**src/rtl/serial_adder_pkg.sv**
```systemverilog
// Shared types and constants for the bit-serial adder.
package serial_adder_pkg;

  typedef enum logic [1:0] {
    IDLE = 2'd0,
    RUN  = 2'd1,
    DONE = 2'd2
  } state_t;

  localparam int unsigned SERIAL_ADDER_WIDTH = 8;

endpackage

```
**src/rtl/fulladder.sv**
```systemverilog
// Single-bit full adder cell.
module fulladder (
  input  logic a,
  input  logic b,
  input  logic cin,
  output logic s,
  output logic cout
);

  assign s    = a ^ b ^ cin;
  assign cout = (a & b) | (cin & (a ^ b));

endmodule

```
**src/rtl/serial_adder.sv**
```systemverilog
// Bit-serial WIDTH-bit adder: operands are shifted LSB-first through one
// fulladder cell with the carry registered between bits.
module serial_adder
  import serial_adder_pkg::*;
#(
  parameter int unsigned WIDTH = SERIAL_ADDER_WIDTH
) (
  input  logic             clk,
  input  logic             reset,
  input  logic             in_valid,
  output logic             in_ready,
  input  logic [WIDTH-1:0] a,
  input  logic [WIDTH-1:0] b,
  input  logic             cin,
  output logic             out_valid,
  input  logic             out_ready,
  output logic [WIDTH-1:0] sum,
  output logic             cout
);

  localparam int unsigned   CW   = $clog2(WIDTH) + 1;
  localparam logic [CW-1:0] LAST = CW'(WIDTH - 1);

  state_t           state_q;
  state_t           state_d;
  logic [WIDTH-1:0] a_sh;
  logic [WIDTH-1:0] b_sh;
  logic [WIDTH-1:0] sum_sh;
  logic             carry;
  logic [CW-1:0]    cnt;
  logic             fa_s;
  logic             fa_cout;

  fulladder u_fulladder (
    .a    (a_sh[0]),
    .b    (b_sh[0]),
    .cin  (carry),
    .s    (fa_s),
    .cout (fa_cout)
  );

  always_ff @(posedge clk or posedge reset) begin
    if (reset) state_q <= IDLE;
    else       state_q <= state_d;
  end

  always_comb begin
    state_d = state_q;
    case (state_q)
      IDLE:    if (in_valid)     state_d = RUN;
      RUN:     if (cnt == LAST)  state_d = DONE;
      DONE:    if (out_ready)    state_d = IDLE;
      default:                   state_d = IDLE;
    endcase
  end

  // Shifting sum_sh right and OR-ing s into the MSB keeps WIDTH = 1 legal
  // without a separate slice-free branch.
  always_ff @(posedge clk or posedge reset) begin
    if (reset) begin
      a_sh   <= '0;
      b_sh   <= '0;
      sum_sh <= '0;
      carry  <= 1'b0;
      cnt    <= '0;
    end else begin
      case (state_q)
        IDLE: begin
          if (in_valid) begin
            a_sh  <= a;
            b_sh  <= b;
            carry <= cin;
            cnt   <= '0;
          end
        end
        RUN: begin
          sum_sh <= (sum_sh >> 1) | (WIDTH'(fa_s) << (WIDTH - 1));
          carry  <= fa_cout;
          a_sh   <= a_sh >> 1;
          b_sh   <= b_sh >> 1;
          cnt    <= cnt + CW'(1);
        end
        default: ;
      endcase
    end
  end

  assign in_ready  = (state_q == IDLE);
  assign out_valid = (state_q == DONE);
  assign sum       = sum_sh;
  assign cout      = carry;

endmodule

```
**config.mk**
```make
export PLATFORM = sky130hd
export DESIGN_NAME = serial_adder
export DESIGN_NICKNAME = d
export VERILOG_FILES = /design/src/rtl/serial_adder_pkg.sv /design/src/rtl/fulladder.sv /design/src/rtl/serial_adder.sv
export SDC_FILE = /design/constraint.sdc
export NUM_CORES = 1
export LEC_CHECK = 0
export ABC_AREA = 0
export BUFFER_PORTS_ARGS = -buffer_cell sky130_fd_sc_hd__buf_4
export CORE_ASPECT_RATIO = 0.75
export CORE_UTILIZATION = 50
export DETAILED_ROUTE_END_ITERATION = 7
export PLACE_DENSITY_LB_ADDON = 0.15
export SYNTH_ARGS = -nofsm -noshare
export SYNTH_HDL_FRONTEND = slang
export SYNTH_SLANG_ARGS = --single-unit
```
**constraint.sdc**
```tcl
create_clock -name clk -period 2.8 [get_ports clk]
set_clock_uncertainty 0.15 [all_clocks]
set_input_delay 0.56 -clock clk [delete_from_list [all_inputs] [get_ports clk]]
set_output_delay 0.56 -clock clk [all_outputs]
set_load 0.005 [all_outputs]
```
==> flow_summary_export.csv <==
group,metric,value,unit
run_status,status,"finished, final reports clean",
worst_setup_path,reg2reg_from,"state_q[0]$_DFFE_PP0P_",
placement,dp.cells,215,
logic_synthesis,ys_top_cells_by_area,"dfrtp_1 52%, nand2_1 10%, a21oi_1 5.4%",
placement,dp_hpwl,1911,microns
timing,grt_setup_unrepaired,"false",
cells_and_area,finalNonFillerCells,222,
cts,post_cts_resized,0,
cts,root_buffer,"clkbuf_8",
timing,fmax,448.9,MHz
worst_setup_path,arrival,1520,ps
worst_setup_path,cp_max_fo,24,
cells_and_area,antenna_cells,0,
timing,min_period_over_period,0.7955,
logic_synthesis,syn_inst,155,
floorplan,die-width,65.09,microns
drt,drc,0,
global_routing,grt_pass1_wl,4988,microns
power,leakagePower,0.9505,nW
cts,htreeDepth,2,
timing,finalMaxSlewViolations,0,
cts,postCtsSetupRepairBufs,0,
power,power.density,922.6,nW/um^2
cells_and_area,nNetsFinal,209,
worst_setup_path,worstPathRequired,2090,ps
floorplan,row_count,16,
cts,clk_path_buf_depth,2,
cts,clkTransAtPathRegs,70,ps
timing,setup_violations,0,
timing,tightest_slew,797.9,ps
cells_and_area,drive_above_1_share,0.2366,
placement,place.gp.congestion,0.7383,
power,ir_drop,0.5895,mV
worst_setup_path,startpoint,"state_q[1]$_DFFE_PP0P_",
drt,drt_iter0_drc,76,
timing,fin_crit,2228,ps
cts,cts_buffers,5,
timing,setup_tns,0,ps
cts,cts_tree,"built",
logic_synthesis,ys_types,24,
floorplan,core_area,2723,sq um
cells_and_area,final.fill_count,228,
logic_synthesis,synth-seq-area-share,0.5197,
placement,io_buffers,31,
logic_synthesis,avgSynthCellArea,9.630,sq um
placement,place_area,1727,sq um
run,cap_viol_max_count,0,
logic_synthesis,synth_warnings,0,
global_routing,grt_usage,0.2111,
floorplan,fp.dieH,49.32,microns
cells_and_area,postLayoutCellArea,1814,sq um
floorplan,io-pin-count,32,
drt,drt-wirelength-per-cell,13.18,microns
cts,clock_sinks,31,
logic_synthesis,yosysTopAreaCellShare,0.5197,
timing,holdWs,203.3,ps
logic_synthesis,synth_area,1493,sq um
cts,clk_latency,280,ps
min_path,min_path_type,"in -> async",
drt,ant_nets,0,
global_routing,grt_overflow_total,0,
timing,setup_slack,572.5,ps
cells_and_area,syn_to_final_growth,21.54,%
drt,wl,2926,microns
timing,slew_headroom,0.4680,
logic_synthesis,synth_seq_cells,31,
worst_setup_path,critical_path.endpoint_type,"primary output",
worst_setup_path,cp-start-kind,"flip-flop",
timing,hold_viol_final,0,
global_routing,grt_start_max_net_pins,32,
drt,via_per_inst,5.194,
drt,dr.pass1.iters,4,
floorplan,die_area,3210,sq um
global_routing,grt_pass1_vias,1081,
placement,dp_slack,863.8,ps
cts,ctsHoldBuffers,0,
global_routing,antenna_found_initial,0,
drt,vias,1153,
worst_setup_path,path_class,"reg -> out",
logic_synthesis,synth_top_area_cell,"dfrtp_1",
logic_synthesis,synth_fp_nets,178,
floorplan,start_util,0.5483,
[stage by stage]
stage                     utilization  power, mW
after detailed placement       0.6342      1.331
after floorplan                     -      1.148
after CTS                      0.6664      1.694
after global routing           0.6664      1.804
final                          0.6664      1.674
after global placement         0.6342      1.302
[cells by family (layout without fill, tap and decap cells)]
kind of cell	Yosys count	after routing	share of synthesized area
buffers and inverters	11	42	0.04442
DFF	31	31	0.5197
adders and majority gates	2	2	0.02179
AOI/OAI and AO/OA	45	45	0.1752
and+or+nand+nor	65	65	0.2322
muxes	1	1	0.006706
[synth_stat cells]
cell,number
nand2_1,40
dfrtp_1,31
a21oi_1,16
o21ai_0,11
and3b_1,8
and2b_1,7
o21ai_1,7
a22oi_1,6
buf_4,6
a22o_1,3
buf_2,2
inv_1,2
nand2b_1,2
nand3_1,2
nor2_1,2
nor2b_4,2
and3b_2,1
clkbuf_1,1
fa_1,1
ha_1,1
mux2i_1,1
nor2b_1,1
o21bai_2,1
o311ai_1,1
[per-layer routing]
metal / up-vias / GRT usage / part of all wire
met5: - / 0 / 0
li1: 591 / - / -
met4: 0 / 0.07609 / 0.015
met2: 26 / 0.3108 / 0.46
met3: 4 / 0.07710 / 0.054
met1: 532 / 0.2857 / 0.47
[flip-flops by register name, indices dropped and copies added (netlist names)]
register and cells:
state_q 2, sum 8, cout 1, a_sh 8
b_sh 8, cnt 4
[layout make-up]
type,count,area (sq um),share of cell area
Sequential cell,31,775.7,0.4276
Timing Repair Buffer,33,247.7,0.1366
Clock inverter,1,5.005,0.002759
Multi-Input combinational cell,113,650.6,0.3586
Tap cell,36,45.04,0.02483
Inverter,2,7.507,0.004138
Clock buffer,6,82.58,0.04552
[worst max-delay path, cell delays in order (launching register included)]
cell and delay (ps):
dfrtp_1 860, and2b_1 250, buf_4 120
[where the power goes]
group          switching [mW]  total (mW)  internal, mW
registers               0.166       0.786         0.620
clock network           0.163       0.355         0.192
logic                   0.258       0.533         0.275
total                   0.586        1.67          1.09
[cell usage in the layout, fill, tap and decap left out, types with 6 or more instances in the layout]
cell type / netlist / final
a21oi_1: 16 / 16
a22oi_1: 6 / 6
and2b_1: 7 / 7
and3b_1: 8 / 8
buf_4: 6 / 33
clkbuf_8: 0 / 6
dfrtp_1: 31 / 31
nand2_1: 40 / 40
o21ai_0: 11 / 11
o21ai_1: 7 / 7
[final timing paths]
path	endpoint	slack (ps)	depth (start not counted)
hold / removal	cout$_DFFE_PP0P_	200	3
setup reg to reg	cnt[3]$_DFFE_PP0P_	1010	3
max in group asynchronous	sum[1]$_DFFE_PP0N_	2010	3
setup / recovery	out_valid	570	2
hold reg to reg	b_sh[4]$_DFFE_PP0P_	330	2
min in group clk	b_sh[4]$_DFFE_PP0P_	330	2
Note: power is estimated with default switching activity, not from simulation.
